[config.mk]
export PLATFORM = sky130hd
export DESIGN_NAME = aes_wb_frontend
export DESIGN_NICKNAME = d
export VERILOG_FILES = /design/src/rtl/aes_wb_frontend.sv
export SDC_FILE = /design/constraint.sdc
export NUM_CORES = 1
export LEC_CHECK = 0
export CORE_MARGIN = 2
export CORE_UTILIZATION = 54
export CTS_CLUSTER_DIAMETER = 150
export DETAILED_ROUTE_END_ITERATION = 12
export PLACE_DENSITY = 0.87
export SKIP_LAST_GASP = 1
export SLEW_MARGIN = 20
export SYNTH_ARGS = -nofsm -noshare
export SYNTH_HDL_FRONTEND = slang
export SYNTH_SLANG_ARGS = --single-unit
[constraint.sdc]
create_clock -name wb_clk_i -period 4.7 [get_ports wb_clk_i]
set_input_delay 0.94 -clock wb_clk_i [delete_from_list [all_inputs] [get_ports wb_clk_i]]
set_output_delay 0.94 -clock wb_clk_i [all_outputs]
set_load 0.05 [all_outputs]
[src/rtl/aes_wb_frontend.sv]
//------------------------------------------------------------------------------
// aes_wb_frontend
//
// Wishbone slave register front-end for the AES round core. Firmware loads a
// 128-bit key and a 128-bit data block, starts one encryption, and reads back
// the 128-bit result. The block sequences the core with a start/done
// handshake, reports status, and raises a level interrupt on completion.
//
// Register map (byte offsets from BASE_ADDR, word offset = adr[7:2]):
//   0x00-0x0C  KEY0-3   RW, byte lanes honoured, KEY3 drives core_key[127:96]
//   0x10-0x1C  DIN0-3   RW, byte lanes honoured, DIN3 drives core_din[127:96]
//   0x20       CTRL     bit0 START (write-1, reads 0), bit1 IRQ_EN (RW)
//   0x24       STATUS   bit0 BUSY (RO), bit1 DONE (W1C), bit2 ERR (W1C)
//   0x30-0x3C  DOUT0-3  RO, captured from core_dout on core_done
//   others     read 0, writes acked and ignored
//
// Ports:
//   wb_clk_i, wb_rst_i      clock and synchronous active-high reset
//   wbs_stb_i, wbs_cyc_i    Wishbone strobe / cycle
//   wbs_we_i, wbs_sel_i     write enable and byte lane selects
//   wbs_adr_i, wbs_dat_i    byte address and write data
//   wbs_ack_o, wbs_dat_o    registered acknowledge and read data
//   core_key, core_din      key and plaintext presented to the core
//   core_start              one-cycle start pulse to the core
//   core_done, core_dout    one-cycle completion pulse and result from core
//   irq                     completion interrupt (DONE & IRQ_EN, registered)
//------------------------------------------------------------------------------
module aes_wb_frontend #(
    parameter logic [31:0] BASE_ADDR    = 32'h3000_0000,
    parameter int unsigned CORE_TIMEOUT = 255
) (
    input  logic         wb_clk_i,
    input  logic         wb_rst_i,
    input  logic         wbs_stb_i,
    input  logic         wbs_cyc_i,
    input  logic         wbs_we_i,
    input  logic [3:0]   wbs_sel_i,
    input  logic [31:0]  wbs_adr_i,
    input  logic [31:0]  wbs_dat_i,
    output logic         wbs_ack_o,
    output logic [31:0]  wbs_dat_o,
    output logic [127:0] core_key,
    output logic [127:0] core_din,
    output logic         core_start,
    input  logic         core_done,
    input  logic [127:0] core_dout,
    output logic         irq
);

    // The watchdog counter is 8 bits wide, so the limit is truncated to fit.
    localparam logic [7:0] TIMEOUT_LIMIT = CORE_TIMEOUT[7:0];

    localparam logic [5:0] OFF_CTRL   = 6'h08;
    localparam logic [5:0] OFF_STATUS = 6'h09;

    localparam logic [3:0] GRP_KEY  = 4'h0;
    localparam logic [3:0] GRP_DIN  = 4'h1;
    localparam logic [3:0] GRP_DOUT = 4'h3;

    typedef enum logic [1:0] {
        ST_IDLE = 2'd0,
        ST_FIRE = 2'd1,
        ST_WAIT = 2'd2
    } state_e;

    state_e        state_q, state_d;
    logic [7:0]    timeoutCnt_q, timeoutCnt_d;
    logic [127:0]  key_q, key_d;
    logic [127:0]  din_q, din_d;
    logic [127:0]  dout_q, dout_d;
    logic          irqEn_q, irqEn_d;
    logic          done_q, done_d;
    logic          err_q, err_d;
    logic          startPend_q, startPend_d;
    logic          ack_q, ack_d;
    logic          irq_q, irq_d;
    logic [31:0]   rdData_q, rdData_d;

    logic          hit;
    logic          access;
    logic          wrAccess;
    logic          rdAccess;
    logic          busy;
    logic [5:0]    wordOff;
    logic [6:0]    wordBase;
    logic          keySel;
    logic          dinSel;
    logic          doutSel;
    logic          ctrlSel;
    logic          statusSel;
    logic          coreDoneSet;
    logic          timeoutErr;
    logic          busyViolation;
    logic          doneClr;
    logic          errClr;
    logic [31:0]   rdValue;
    logic          unusedAdrBits;

    // Merge a 32-bit write into an existing word, one byte lane at a time.
    function automatic logic [31:0] laneMerge(input logic [31:0] oldWord,
                                              input logic [31:0] newWord,
                                              input logic [3:0]  laneSel);
        logic [31:0] merged;
        for (int b = 0; b < 4; b++) begin
            merged[8*b +: 8] = laneSel[b] ? newWord[8*b +: 8] : oldWord[8*b +: 8];
        end
        return merged;
    endfunction

    // The byte offset within a word carries no meaning for this slave.
    assign unusedAdrBits = ^wbs_adr_i[1:0];

    // Address decode. An access is a hit while ack is low, so a held strobe
    // is served every other cycle and each transfer acts exactly once.
    always_comb begin
        hit       = wbs_stb_i & wbs_cyc_i & (wbs_adr_i[31:8] == BASE_ADDR[31:8]);
        access    = hit & ~ack_q;
        wrAccess  = access & wbs_we_i;
        rdAccess  = access & ~wbs_we_i;
        wordOff   = wbs_adr_i[7:2];
        wordBase  = {wordOff[1:0], 5'd0};
        keySel    = (wordOff[5:2] == GRP_KEY);
        dinSel    = (wordOff[5:2] == GRP_DIN);
        doutSel   = (wordOff[5:2] == GRP_DOUT);
        ctrlSel   = (wordOff == OFF_CTRL);
        statusSel = (wordOff == OFF_STATUS);
        busy      = (state_q != ST_IDLE);
    end

    // Core sequencing FSM. A completion wins over a timeout on the same
    // cycle; core_done is only honoured while waiting for it.
    always_comb begin
        state_d      = state_q;
        timeoutCnt_d = timeoutCnt_q;
        coreDoneSet  = 1'b0;
        timeoutErr   = 1'b0;
        case (state_q)
            ST_IDLE: begin
                if (startPend_q) begin
                    state_d = ST_FIRE;
                end
            end
            ST_FIRE: begin
                timeoutCnt_d = 8'd0;
                state_d      = ST_WAIT;
            end
            ST_WAIT: begin
                if (core_done) begin
                    coreDoneSet = 1'b1;
                    state_d     = ST_IDLE;
                end else if (timeoutCnt_q == TIMEOUT_LIMIT) begin
                    timeoutErr = 1'b1;
                    state_d    = ST_IDLE;
                end else begin
                    timeoutCnt_d = timeoutCnt_q + 8'd1;
                end
            end
            default: begin
                state_d = ST_IDLE;
            end
        endcase
    end

    // Register writes. KEY, DIN and START are locked while the core is busy:
    // such writes are still acked but only flag ERR. A START accepted in IDLE
    // is held for one cycle so core_start follows the ack cycle.
    always_comb begin
        key_d         = key_q;
        din_d         = din_q;
        irqEn_d       = irqEn_q;
        startPend_d   = 1'b0;
        busyViolation = 1'b0;
        doneClr       = 1'b0;
        errClr        = 1'b0;
        if (wrAccess) begin
            if (keySel) begin
                if (busy) begin
                    busyViolation = 1'b1;
                end else begin
                    key_d[wordBase +: 32] = laneMerge(key_q[wordBase +: 32], wbs_dat_i, wbs_sel_i);
                end
            end
            if (dinSel) begin
                if (busy) begin
                    busyViolation = 1'b1;
                end else begin
                    din_d[wordBase +: 32] = laneMerge(din_q[wordBase +: 32], wbs_dat_i, wbs_sel_i);
                end
            end
            if (ctrlSel && wbs_sel_i[0]) begin
                irqEn_d = wbs_dat_i[1];
                if (wbs_dat_i[0]) begin
                    if (busy) begin
                        busyViolation = 1'b1;
                    end else begin
                        startPend_d = 1'b1;
                    end
                end
            end
            if (statusSel && wbs_sel_i[0]) begin
                doneClr = wbs_dat_i[1];
                errClr  = wbs_dat_i[2];
            end
        end
    end

    // Sticky status bits: a set on the same edge as a clear leaves the bit set.
    always_comb begin
        done_d = (done_q & ~doneClr) | coreDoneSet;
        err_d  = (err_q & ~errClr) | busyViolation | timeoutErr;
        dout_d = coreDoneSet ? core_dout : dout_q;
        irq_d  = done_q & irqEn_q;
    end

    // Read mux. Values reflect register state before any write on this edge.
    always_comb begin
        rdValue = 32'd0;
        if (keySel) begin
            rdValue = key_q[wordBase +: 32];
        end else if (dinSel) begin
            rdValue = din_q[wordBase +: 32];
        end else if (doutSel) begin
            rdValue = dout_q[wordBase +: 32];
        end else if (ctrlSel) begin
            rdValue = {30'd0, irqEn_q, 1'b0};
        end else if (statusSel) begin
            rdValue = {29'd0, err_q, done_q, busy};
        end
        ack_d    = access;
        rdData_d = rdAccess ? rdValue : 32'd0;
    end

    // State register for the whole block, cleared synchronously.
    always_ff @(posedge wb_clk_i) begin
        if (wb_rst_i) begin
            state_q      <= ST_IDLE;
            timeoutCnt_q <= 8'd0;
            key_q        <= '0;
            din_q        <= '0;
            dout_q       <= '0;
            irqEn_q      <= 1'b0;
            done_q       <= 1'b0;
            err_q        <= 1'b0;
            startPend_q  <= 1'b0;
            ack_q        <= 1'b0;
            irq_q        <= 1'b0;
            rdData_q     <= 32'd0;
        end else begin
            state_q      <= state_d;
            timeoutCnt_q <= timeoutCnt_d;
            key_q        <= key_d;
            din_q        <= din_d;
            dout_q       <= dout_d;
            irqEn_q      <= irqEn_d;
            done_q       <= done_d;
            err_q        <= err_d;
            startPend_q  <= startPend_d;
            ack_q        <= ack_d;
            irq_q        <= irq_d;
            rdData_q     <= rdData_d;
        end
    end

    assign wbs_ack_o  = ack_q;
    assign wbs_dat_o  = rdData_q;
    assign core_key   = key_q;
    assign core_din   = din_q;
    assign core_start = (state_q == ST_FIRE);
    assign irq        = irq_q;

endmodule

==> metrics.md <==
| Metric | Value |
|---|---|
| Syn-to-layout area delta | `31.6%` |
| Port Buffers | `490` |
| Starting Density | `54.8%` |
| Outcome | `completed` |
| Vias per cell | `between 6 and 7` |
| Placed Cells | `approximately 3200` |
| Setup TNS | `0 ns` |
| Wire per inst | `about 25 um` |
| Crit-path max FO | `29` |
| GRT overflow | `0` |
| Overall routing resource usage | `around 39%` |
| Netlist Area Pre-Place | `around 21000 sq um` |
| Hold Buf Count CTS | `0` |
| Crit-path cells | `clkdlybuf4s50_1 -> nor4_4 -> nand4_4 -> buf_4 -> or4_1 -> buf_4 -> a21oi_1` |
| Fraction of registers with async set/reset | `0%` |
| Max_cap viols | `0` |
| Vias in the first global route | `about 20000` |
| Clock Skews | `between 0.02 and 0.025 ns` |
| Synth Net Count | `between 2000 and 3000` |
| Mux contribution to synthesized area | `between 20% and 30%` |
| Cells after Synth | `2304` |
| Largest net degree at the start of global routing | `between 100 and 150` |
| Fillcell total | `between 2000 and 3000` |
| Peak VDD IR | `about 0.30 mV` |
| CP Capture Type | `flop` |
| Die X | `199 um` |
| Cell Area, Placed | `roughly 26000 sq um` |
| Max-slew violation count | `0` |
| Final Hold Viols | `0` |
| Final Core Density | `around 72%` |
| Hold path depth | `2` |
| Hold endpoint | `dout_q[87]$_SDFFE_PP0P_` |
| Cell area after layout | `roughly 27000 sq um` |
| First-pass GRT wire length | `around 120000 um` |
| Layout cells sized above 1 | `between 8 and 9%` |
| R2R depth | `6` |
| Post-synth cell types | `between 50 and 60` |
| Number of synthesized register bits | `between 400 and 500` |
| Reg-to-Reg End | `dout_q[117]$_SDFFE_PP0P_` |
| Static Leak | `8.91 nW` |
| Core ar. | `around 38000 sq um` |
| # rows | `roughly 70` |
| Slowest stage delay, CP | `between 0.6 and 0.7 ns` |
| Synthesis Warnings | `0` |
| Final nets | `between 2000 and 3000` |
| Post CTS Setup Buffer Count | `0` |
| Bufs on Longest Clock Path | `3` |
| WS Path Type | `input port to flop` |
| Worst EP arrival | `between 3 and 4 ns` |
| Adder-cell share of the synthesized area | `less than 1%` |
| CTS Buf Count | `45` |
| Clk_lat worst skew | `0.58 ns` |
| FF+latch area | `slightly below 9000 sq um` |
| Routed Antenna Nets | `0` |
| DR vias | `19796` |
| Hold path start | `dout_q[87]$_SDFFE_PP0P_` |
| CP required | `5.16 ns` |
| Register area share after synthesis | `a little over two fifths` |
| Root Driver | `clkbuf_16` |
| Syn avg cell area | `between 8 and 9 sq um` |
| DRC | `0` |
| Wirelength, routed | `between 70000 and 80000 um` |
| Die area | `roughly 40000 sq um` |
| Clk pin slew, worst setup/hold paths | `0.06 ns` |
| Post-synthesis compound-gate area fraction | `under 10%` |
| R2R Setup Slk | `approximately 2.3 ns` |
| Synth Area in Simple Gates | `approximately a fifth` |
| H-tree Lvls | `2` |
| CP most frequent cell | `buf_4` |
| Buffers & Inverters on Critical Path | `3` |
| Launch point of the worst reg-to-reg path | `state_q[0]$_SDFFE_PP0P_` |
| Non-Filler Instances | `between 3000 and 4000` |
| Fin crit share | `64.3%` |
| Multi-input logic area | `11100 sq um` |
| Final setup fails | `0` |
| Main combinational cell family by area after synthesis | `multiplexers` |
| Post_cts resized | `0` |
| Slew @ Worst Pin | `~1.1 ns` |
| Antenna violations before repair | `6` |
| I/O pins | `about 500` |
| RD Place Congestion | `between 0.9 and 1` |
| Crit path from | `wbs_adr_i[16]` |
| Top FF cell, synth | `dfxtp_1` |
| Worst min path class | `flop to flop` |
| Pwr dens | `~280 nW/um^2` |
| First-pass detailed-route iteration total | `5` |
| FMAX | `0.331 GHz` |
| TritonCTS clock tree | `done` |
| Worst Hold Slack | `roughly 0.45 ns` |
| Crit-path slowest cell | `or4_1` |
| CTS Sinks | `roughly 430` |
| EDFF count, synth | `0` |
| Synth Area in XOR/XNOR | `0%` |
| Hpwl dp | `approximately 56000 um` |
| Initial drt markers | `1849` |
| Minimum clock period | `about 3.0 ns` |
| Die Y | `around 200 um` |
| Unrepaired setup endpoints after global routing | `false` |
| Startpoint Class | `input port` |
| Crit path max-delay family | `simple AND/OR/NAND/NOR gates` |
| Worst rel slew slack | `a little over a quarter` |
==> state kept, by name, summed over array words and instances (netlist names) <==
name          cells
timeoutCnt_q      8
dout_q          128
core_key        128
wbs_ack_o         1
state_q           2
wbs_dat_o        32
core_din        128
startPend_q       1
err_q             1
irq               1
irqEn_q           1
done_q            1
==> logic make-up after synthesis <==
group | after synthesis
simple gates | 988
flops | 432
mux | 421
compound gates | 258
buf+inv | 197
fa+ha+maj | 8
==> through the flow <==
step           total power [mW]  setup slack, ns
5_1_grt                    7.89             1.57
6_report                   7.71             1.68
3_3_place_gp               4.31             1.20
3_5_place_dp               4.32             1.17
2_1_floorplan              4.01             1.34
4_1_cts                    7.71             1.73
==> synth_stat cells (all sizes together) (4+ instances only) <==
cell type / instances / share of area, %
nand4: 8 / 0.39
a21oi: 165 / 4.2
nand2: 855 / 16
nor3: 13 / 0.80
inv: 8 / 0.15
dfxtp: 432 / 42
and2: 4 / 0.12
o221ai: 35 / 1.5
buf: 63 / 2.0
nor4: 8 / 0.55
clkbuf: 125 / 2.3
nor2: 6 / 0.11
mux2i: 327 / 16
a31oi: 5 / 0.15
nand3: 12 / 0.29
mux2: 29 / 1.6
or2: 4 / 0.12
nand2b: 57 / 1.7
or4: 4 / 0.15
a32oi: 30 / 1.3
mux4: 65 / 7.1
ha: 8 / 0.49
==> layout make-up <==
cell class              count  share of cell area [%]
flip-flops and latches    432                    31.9
clock buffers              64                    4.84
inverters                   9                   0.143
multi-input cells        1675                    40.8
diodes                      6                  0.0554
clock inverters            10                   0.314
well taps                 511                    2.36
repair buffers            532                    19.5
==> tightest hold or removal path, cell delays in order (launching register included) <==
cell and delay (ns):
dfxtp_1 0.30, nand2_1 0.05, a21oi_1 0.05
==> report_power, final <==
part           internal (mW)  switching (mW)  leakage [nW]
clock network           1.98            1.48         0.688
registers               3.66  0.000000000290          3.48
logic                  0.253           0.338          4.74
==> layer usage <==
| metal | up-vias | routed length, um | global-route usage (%) |
|---|---|---|---|
| li1 | 8674 | - | - |
| met1 | 9402 | 28000 | 45.7 |
| met2 | 1372 | 35200 | 61.3 |
| met3 | 346 | 9300 | 10.8 |
| met4 | 2 | 7120 | 31.1 |
| met5 | - | 13 | 0 |
==> how the worst max path moves through the flow <==
stage                                       endpoint  cells after the start
after global placement       wbs_dat_o[4]$_SDFF_PP0_                      7
after floorplan           core_din[126]$_SDFFE_PP0P_                     10
final                        wbs_dat_o[4]$_SDFF_PP0_                      7
after global routing       core_din[19]$_SDFFE_PP0P_                      6
after CTS                                 core_start                      3
after detailed placement    core_din[4]$_SDFFE_PP0P_                      6
==> layout by cell type, fill, tap and decap left out, types with 5 or more instances in the layout <==
| cell | instances |
|---|---|
| a21oi_1 | 155 |
| a21oi_2 | 10 |
| a31oi_1 | 5 |
| a32oi_1 | 30 |
| buf_12 | 6 |
| buf_4 | 37 |
| clkbuf_1 | 10 |
| clkbuf_16 | 47 |
| clkbuf_8 | 7 |
| clkdlybuf4s50_1 | 487 |
| clkinv_2 | 6 |
| dfxtp_1 | 432 |
| diode_2 | 6 |
| ha_1 | 8 |
| inv_1 | 7 |
| mux2_2 | 29 |
| mux2i_1 | 327 |
| mux4_2 | 65 |
| nand2_1 | 854 |
| nand2b_1 | 57 |
| nand3_1 | 12 |
| nand4_1 | 6 |
| nor2_1 | 5 |
| nor3_4 | 9 |
| o221ai_1 | 35 |
Power figures use the tool's default switching activity.
